<file path="src/rtl/diff_tx_seq_pkg.sv">
// Shared constants for the link-test word sequencer: state codes, PRBS7 seed/taps
// and default lane patterns.
package diff_tx_seq_pkg;

  typedef logic [1:0] tx_state_t;

  localparam tx_state_t ST_IDLE  = 2'b00;
  localparam tx_state_t ST_TRAIN = 2'b01;
  localparam tx_state_t ST_PRBS  = 2'b10;

  localparam logic [6:0] PRBS7_SEED  = 7'h7F;
  localparam int         PRBS7_TAP_A = 6;
  localparam int         PRBS7_TAP_B = 5;

  localparam logic [15:0] DEF_TRAIN_WORD = 16'hF0F0;
  localparam logic [15:0] DEF_IDLE_WORD  = 16'h0000;

  // x^7+x^6+1 Fibonacci step; the bit shifted out is s[6]
  function automatic logic [6:0] prbs7_step(input logic [6:0] s);
    return {s[5:0], s[PRBS7_TAP_A] ^ s[PRBS7_TAP_B]};
  endfunction

endpackage

</file>
<file path="src/rtl/diff_tx_seq_prbs.sv">
// Parallel PRBS7 generator: WORDWIDTH serial steps per advance, oldest bit in the MSB.
// reseed makes the current word come from the seed, so the first word after reseed is usable at once.
module prbs7_word_gen
  import diff_tx_seq_pkg::*;
#(
  parameter int WORDWIDTH = 16
) (
  input  logic                 clk,
  input  logic                 rst,
  input  logic                 advance,
  input  logic                 reseed,
  output logic [WORDWIDTH-1:0] word
);

  logic [6:0] lfsr;
  logic [6:0] base;
  logic [6:0] nxt;

  always_comb begin
    word = '0;
    nxt  = reseed ? PRBS7_SEED : lfsr;
    base = nxt;
    for (int i = 0; i < WORDWIDTH; i++) begin
      word[WORDWIDTH-1-i] = nxt[6];
      nxt = prbs7_step(nxt);
    end
  end

  always_ff @(posedge clk or posedge rst) begin
    if (rst)          lfsr <= PRBS7_SEED;
    else if (advance) lfsr <= nxt;
    else if (reseed)  lfsr <= base;
  end

endmodule

</file>
<file path="src/rtl/diff_tx_seq.sv">
// Link-test sequencer: IDLE -> TRAIN (fixed alignment words) -> PRBS7 stream -> IDLE,
// with stop, length limit, single-bit error injection and a saturating word count.
module diff_tx_seq
  import diff_tx_seq_pkg::*;
#(
  parameter int                   WORDWIDTH   = 16,
  parameter int                   TRAIN_WORDS = 64,
  parameter logic [WORDWIDTH-1:0] TRAIN_WORD  = WORDWIDTH'(DEF_TRAIN_WORD),
  parameter logic [WORDWIDTH-1:0] IDLE_WORD   = WORDWIDTH'(DEF_IDLE_WORD)
) (
  input  logic                 clk,
  input  logic                 rst,
  input  logic                 start,
  input  logic                 stop,
  input  logic [31:0]          prbs_len,
  input  logic                 inject_err,
  output logic [WORDWIDTH-1:0] word_out,
  output logic                 word_valid,
  output logic                 busy,
  output logic [1:0]           state_o,
  output logic [31:0]          words_sent
);

  localparam int CW = $clog2(TRAIN_WORDS + 1);

  tx_state_t            state;
  logic [CW-1:0]        train_cnt;
  logic [31:0]          len_q;
  logic                 err_pend;
  logic [WORDWIDTH-1:0] gen_word;
  logic                 last_train;
  logic                 prbs_done;
  logic                 emit;

  assign last_train = (state == ST_TRAIN) && (train_cnt == CW'(TRAIN_WORDS));
  assign prbs_done  = (len_q != 32'd0) && (words_sent == len_q);
  // emit: this edge puts a PRBS word on the lane (first one comes straight from the seed)
  assign emit       = !stop && (last_train || ((state == ST_PRBS) && !prbs_done));
  assign state_o    = state;

  prbs7_word_gen #(.WORDWIDTH(WORDWIDTH)) u_prbs (
    .clk     (clk),
    .rst     (rst),
    .advance (emit),
    .reseed  (state == ST_TRAIN),
    .word    (gen_word)
  );

  always_ff @(posedge clk or posedge rst) begin
    if (rst) begin
      state      <= ST_IDLE;
      word_out   <= IDLE_WORD;
      word_valid <= 1'b0;
      busy       <= 1'b0;
      words_sent <= '0;
      train_cnt  <= '0;
      len_q      <= '0;
      err_pend   <= 1'b0;
    end else if (emit) begin
      state      <= ST_PRBS;
      word_out   <= gen_word ^ {{(WORDWIDTH-1){1'b0}}, err_pend};
      word_valid <= 1'b1;
      busy       <= 1'b1;
      // a pending error is consumed here; a fresh inject on this edge re-arms it
      err_pend   <= inject_err;
      if (last_train)                      words_sent <= 32'd1;
      else if (words_sent != 32'hFFFF_FFFF) words_sent <= words_sent + 32'd1;
    end else if (state == ST_IDLE) begin
      err_pend <= err_pend | inject_err;
      if (start && !stop) begin
        state      <= ST_TRAIN;
        word_out   <= TRAIN_WORD;
        word_valid <= 1'b1;
        busy       <= 1'b1;
        train_cnt  <= CW'(1);
        words_sent <= '0;
        len_q      <= prbs_len;
      end
    end else if (state == ST_TRAIN && !stop) begin
      train_cnt <= CW'(train_cnt + 1'b1);
      err_pend  <= err_pend | inject_err;
    end else begin
      state      <= ST_IDLE;
      word_out   <= IDLE_WORD;
      word_valid <= 1'b0;
      busy       <= 1'b0;
      err_pend   <= 1'b0;
    end
  end

endmodule

</file>
<file path="config.mk">
export PLATFORM = sky130hd
export DESIGN_NAME = diff_tx_seq
export DESIGN_NICKNAME = d
export VERILOG_FILES = /design/src/rtl/diff_tx_seq_pkg.sv /design/src/rtl/diff_tx_seq_prbs.sv /design/src/rtl/diff_tx_seq.sv
export SDC_FILE = /design/constraint.sdc
export NUM_CORES = 1
export LEC_CHECK = 0
export ABC_CLOCK_PERIOD_IN_PS = 4700
export CORE_AREA = 2 2 127 92
export DETAILED_ROUTE_END_ITERATION = 6
export DIE_AREA = 0 0 129 94
export PLACE_DENSITY = 0.84
export SYNTH_ARGS = -nofsm -noshare
export SYNTH_HDL_FRONTEND = slang
export SYNTH_SLANG_ARGS = --single-unit
</file>
<file path="constraint.sdc">
create_clock -name clk -period 4.7 [get_ports clk]
set_input_delay 1.41 -clock clk [delete_from_list [all_inputs] [get_ports clk]]
set_output_delay 1.41 -clock clk [all_outputs]
set_load 0.05 [all_outputs]
</file>
==> results.md, run 1 <==
* Setup-failing EPs final at 0
* Fin. max-slew vios at 0
* Fraction of registers with async set/reset at 1.000
* Worst path slowest cell: clkdlybuf4s50_1
* Worst hold-check path type: reg -> reg
* Hold depth at 2
* ANT nets after route at 0
* CP Capture Type: register
* Cells after Synth at a little over 500
* CP bufs+invs at 2
* Worst R2R Path Depth at 7
* First-pass GRT wire length at 22.00 mm
* Critical path class: in -> reg
* Number of synthesized register bits at 98
* Core Area at roughly 11000 µm²
* WP data arrival at 3600 ps
* Antenna diodes at 0
* Worst Skew at 10.14 ps
* P&R area growth vs syn at 23.72%
* Yosys warns at 0
* Worst-Skew Late Latency at 350 ps
* Cell taking the most area after synthesis: dfrtp_1
* DRC viols at 0
* Cts repair resizes at 0
* LEAKAGE at 0.002585 µW
* Tot Pwr at 2175 µW
* Htree depth at 3
* VDD IR-drop max at around 240 µV
* Root Buffer: clkbuf_16
* Grt total ovfl at 0
* Final net count at 615
* Setup TNS at 0 ps
* Final setup margin at around 1300 ps
* Iteration-0 DRC Markers at 439
* Detail Placement HPWL at 10.26 mm
* Post-Place Worst Slack at 1005 ps
* Post-layout minimum cycle time at 3383 ps
* Crit Path Max Fanout at 39
* Met2 GRT Util at 0.3483
* Placed cells at 717
* Syn nets at about 540
* Multi-input gate area at 2571 µm²
* Synth area leaders: dfrtp_1 (43%), xnor2_1 (8.5%), mux2_2 (6.9%)
* Die width at 129 µm
* RSZ-0062 raised after global routing: false
* Hold_buf cts at 0
* Power Density at around 340 nW/µm²
* Die area at around 12000 µm²
* Routed len/inst at roughly 19 µm
* Cell area after synthesis at approximately 5200 µm²
* Post-synth EDFFs at 0
* Fmax at 295.6 MHz
* Fillers at around 900
* CTS tree: yes
* Sequential area share after synthesis at 0.4689
* Worst slew margin at 0.3175
* Levels on crit path at 8
* Final core occ at 0.5985
* Sink Count at 98
* Initial antenna violation count at 0
* Top_reg_cell synth: dfrtp_1
* Worst stage delay on the critical path at approximately 510 ps
* FP Rows at 32
* Synth top area share at 0.4338
* Reg clk slew, reported paths at 70 ps
* I/O pin count at 89
* Routed WL at 13.86 mm
* Measured slew at the worst slew-check pin at approximately 1000 ps
* Status: finished, final reports clean
* Postcts setup bufs at 0
* Initial Util at 0.4837
* Register area at roughly 2500 µm²
* CP startpoint kind: input pin
* Vias at about 4.3k
* Delay-heaviest family, CP: buffers and inverters
* CP required at 4910 ps
* Most common cell in the synthesized netlist: dfrtp_1
* Initial DRT Pass Iterations at 6
* Gr busiest metal: met1
* DR vias/cell at roughly 5.9
* Die Span Y at 94 µm
* Avg Cell Area, Syn at 10.43 µm²
* Deepest clock path buffer count at 2
* Tot GR Track Use at 0.2369
* Max-cap violation count at 0
* Gpl congestion at 0.8800
* IO Port Bufs at 88
* Count of unique library cells instantiated by Yosys at 51
* GRT met3 Usage at 0.05011
* Number of global-route vias before repair at 4168
* Final cell count without fillers at roughly 730
* Hold Fails Final Rpt at 0
* Synth cell count leaders: dfrtp_1 (91), xnor2_1 (51), nor2_1 (46)
* CTS Buf Count at 9
* Post-route clock period utilization at 0.7197
* Share of layout cells above drive strength 1 at 0.1328
* Met1 Usage GRT at 0.3559
* CP cell instances: clkdlybuf4s50_1 > nor3_2 > buf_4 > a31o_2 > and4_1 > nand3_1 > xor2_1 > nor2_1
* Largest net degree at the start of global routing at 61
routing by layer:
layer,vias to the layer above,part of all wire
li1,1962,-
met1,2123,0.45
met2,235,0.43
met3,25,0.099
met4,0,0.017
met5,-,0
logic make-up (layout without fill, tap and decap cells):
| logic type | Yosys count | count (layout) | synth area share |
|---|---|---|---|
| multiplexers | 32 | 32 | 0.06865 |
| adder cells (fa/ha/maj) | 3 | 3 | 0.007152 |
| AO/OA/AOI/OAI | 95 | 95 | 0.1411 |
| AND/OR/NAND/NOR | 171 | 171 | 0.1688 |
| XOR/XNOR | 61 | 61 | 0.1032 |
| flip-flops | 98 | 98 | 0.4689 |
| buffers and inverters | 43 | 120 | 0.04219 |
report_power, final:
part | internal, µW | switching [µW]
Combinational | 195 | 217
Sequential | 935 | 100
Clock | 384 | 344
Total | 1510 | 661
cell usage in the layout (no fill, tap or decap), types with 10 or more instances in the layout:
cell,n
a211o_1,17
a22o_1,19
clkdlybuf4s50_1,88
dfrtp_1,91
mux2_2,32
nand2_1,31
nand3_1,16
nand4_1,19
nor2_1,46
nor3_1,10
nor4_1,16
o21ai_0,12
xnor2_1,51
per-stage QoR:
stage	instance area (µm²)	hold WS, ps
final	6494	486.5
after global routing	6494	520.0
after CTS	6494	490.9
after detailed placement	6201	474.4
after global placement	6201	467.8
after floorplan	5249	497.9
cell type report:
cell class	instances	area share
sequential	98	0.3790
clock inverter	6	0.008285
inverter	10	0.005973
tap	153	0.02948
clock buffer	10	0.03680
timing repair buffer	94	0.1445
multi-input combinational	362	0.3960
worst min-delay path, stage by stage (launching register included):
cell and delay, ps:
dfrtp_1 350, nand2_1 40, o21ai_0 60
state kept, by name, summed over array words and instances (netlist names):
signal       cells
len_q           32
words_sent      32
word_out        16
train_cnt        7
u_prbs.lfsr      7
state_o          2
busy             1
err_pend         1
final timing paths:
path                       slack (ps)        endpoint        start
setup / recovery                 1320    train_cnt[6]         stop
hold / removal                    490     word_out[9]  word_out[9]
setup reg to reg                 1580   words_sent[4]   state_o[0]
hold reg to reg                   490     word_out[9]  word_out[9]
max in group asynchronous        2320  u_prbs.lfsr[2]          rst
min in group asynchronous        1600        len_q[2]          rst
Note: power is estimated with default switching activity, not from simulation.
==> run 2: changes to the inputs <==
--- a/config.mk
+++ b/config.mk
@@ -5,7 +5,7 @@
 export SDC_FILE = /design/constraint.sdc
 export NUM_CORES = 1
 export LEC_CHECK = 0
-export ABC_CLOCK_PERIOD_IN_PS = 4700
+export ABC_CLOCK_PERIOD_IN_PS = 3500
 export CORE_AREA = 2 2 127 92
 export DETAILED_ROUTE_END_ITERATION = 6
 export DIE_AREA = 0 0 129 94
==> constraint.sdc (replaced) <==
create_clock -name clk -period 3.5 [get_ports clk]
set_input_delay 1.05 -clock clk [delete_from_list [all_inputs] [get_ports clk]]
set_output_delay 1.05 -clock clk [all_outputs]
set_load 0.05 [all_outputs]
==> results.md, run 2 (synthesized netlist as in run 1, its figures left out) <==
* Hold depth at 2
* Reg clk slew, reported paths at ~70 ps
* Initial DRT Pass Iterations at 5
* Die area at 12130 µm²
* Worst-Skew Late Latency at 350 ps
* Status: finished, final reports clean
* CP Capture Type: register
* Hold Fails Final Rpt at 0
* Min Hold Slack at 486.0 ps
* First-pass GRT wire length at 23.23 mm
* Post-route clock period utilization at 0.8549
* Reg-to-reg critical path endpoint: words_sent[0]
* Htree depth at 3
* IO Port Bufs at approximately 90
* Power Density at 466.1 nW/µm²
* Core Area at 10850 µm²
* Setup-failing EPs final at 0
* Vias at 4423
* Measured slew at the worst slew-check pin at 736.1 ps
* Worst Skew at 5.820 ps
* P&R area growth vs syn at 25.24%
* LEAKAGE at between 0.002 and 0.003 µW
* Fin. max-slew vios at 0
* DR vias/cell at 6.010
* CTS Buf Count at 9
* Initial antenna violation count at 0
* Iteration-0 DRC Markers at 352
* Cts repair resizes at 0
* Routed len/inst at approximately 20 µm
* Grt total ovfl at 0
* VDD IR-drop max at 334.5 µV
* DRC viols at 0
* Worst Hold End: word_out[3]
* ANT nets after route at 0
* Worst slew margin at 0.5082
* Fmax at 334.2 MHz
* Min-delay src: word_out[3]
* I/O pin count at a little under 90
* Worst R2R Setup Slack at 510 ps
* WP data arrival at roughly 3200 ps
* Worst R2R Path Depth at 6
* Postcts setup bufs at 0
* CTS tree: yes
* Hold_buf cts at 0
* Crit Path Max Fanout at 30
* Final core occ at 0.6059
* Die width at 129 µm
* Initial Util at 0.4837
* Sink Count at 98
* RSZ-0062 raised after global routing: false
* Number of global-route vias before repair at around 4.4k
* Deepest clock path buffer count at 2
* Final net count at slightly above 600
* Most frequent cells in the layout: dfrtp_1 (91), clkdlybuf4s50_1 (88), xnor2_1 (51)
* Antenna diodes at 0
* Biggest regs: len_q x32, words_sent x32, word_out x16
* Setup TNS at 0 ps
* Largest net degree at the start of global routing at 40
* Gpl congestion at 0.9236
* R2r startpoint: words_sent[8]
* Max-cap violation count at 0
* Detail Placement HPWL at 10.47 mm
* Worst hold-check path type: reg -> reg
* Share of layout cells above drive strength 1 at 0.1372
* Post-layout minimum cycle time at 2992 ps
* Die Span Y at 94 µm
* Tot GR Track Use at 0.2511
* FP Rows at 32
* Commonest non-fill, non-tap cell in the layout: dfrtp_1
* Root Buffer: clkbuf_16
* Tot Pwr at 3064 µW
* Routed WL at 14.50 mm
* CP startpoint kind: register
* CP required at 3710 ps
* Critical path class: reg -> reg
[run 2: cell types whose count changed in the layout (fill, tap and decap cells not counted)]
cell	previous run	this run
inv_6	3	1
clkinv_2	1	0
bufinv_16	0	2
clkinvlp_4	1	2
buf_4	5	7
buf_12	1	2
[run 2: through the flow]
stage	instances	worst slack (ps)	cell area, µm²
global route	736	301.1	6574
detailed placement	720	466.5	6238
floorplan	503	831.0	5253
global placement	720	508.1	6238
CTS	736	594.0	6574
finish	736	507.9	6574
[run 2: metal layers]
metal | GRT usage | wire length, µm | vias up
li1 | - | - | 1962
met1 | 0.3551 | 6246 | 2199
met2 | 0.3920 | 6655 | 247
met3 | 0.06606 | 1461 | 15
met4 | 0.05072 | 139 | 0
met5 | 0 | 0 | -
[run 2: worst max-delay path by stage]
stage,cells after the start,end,slack [ps],startpoint
floorplan,5,len_q[0],830,start
global placement,5,words_sent[0],510,stop
detailed placement,5,words_sent[19],470,stop
CTS,6,words_sent[0],590,words_sent[8]
global route,6,words_sent[0],300,words_sent[8]
finish,6,words_sent[0],510,words_sent[8]
[run 2: final cells by class]
class                           instances  area, µm²
Clock buffer                           10      239.0
Timing Repair Buffer                   97      973.4
Clock inverter                          6      96.34
Inverter                               10      41.29
Multi-Input combinational cell        362       2571
Fill cell                             890       4277
Tap cell                              153      191.4
Sequential cell                        98       2461
[run 2: critical path: stages, from the launching register on]
cell and delay (ps):
dfrtp_1 610, nand3_1 190, nor4_1 400, and4_1 350, and4_4 510, or2_0 600, o21ai_0 190
[run 2: report_power, final]
group	internal (µW)	total, µW	leakage [µW]	switching [µW]
sequential	1260	1390	0.00124	136
clock	655	1120	0.000161	461
combinational	263	556	0.00122	293
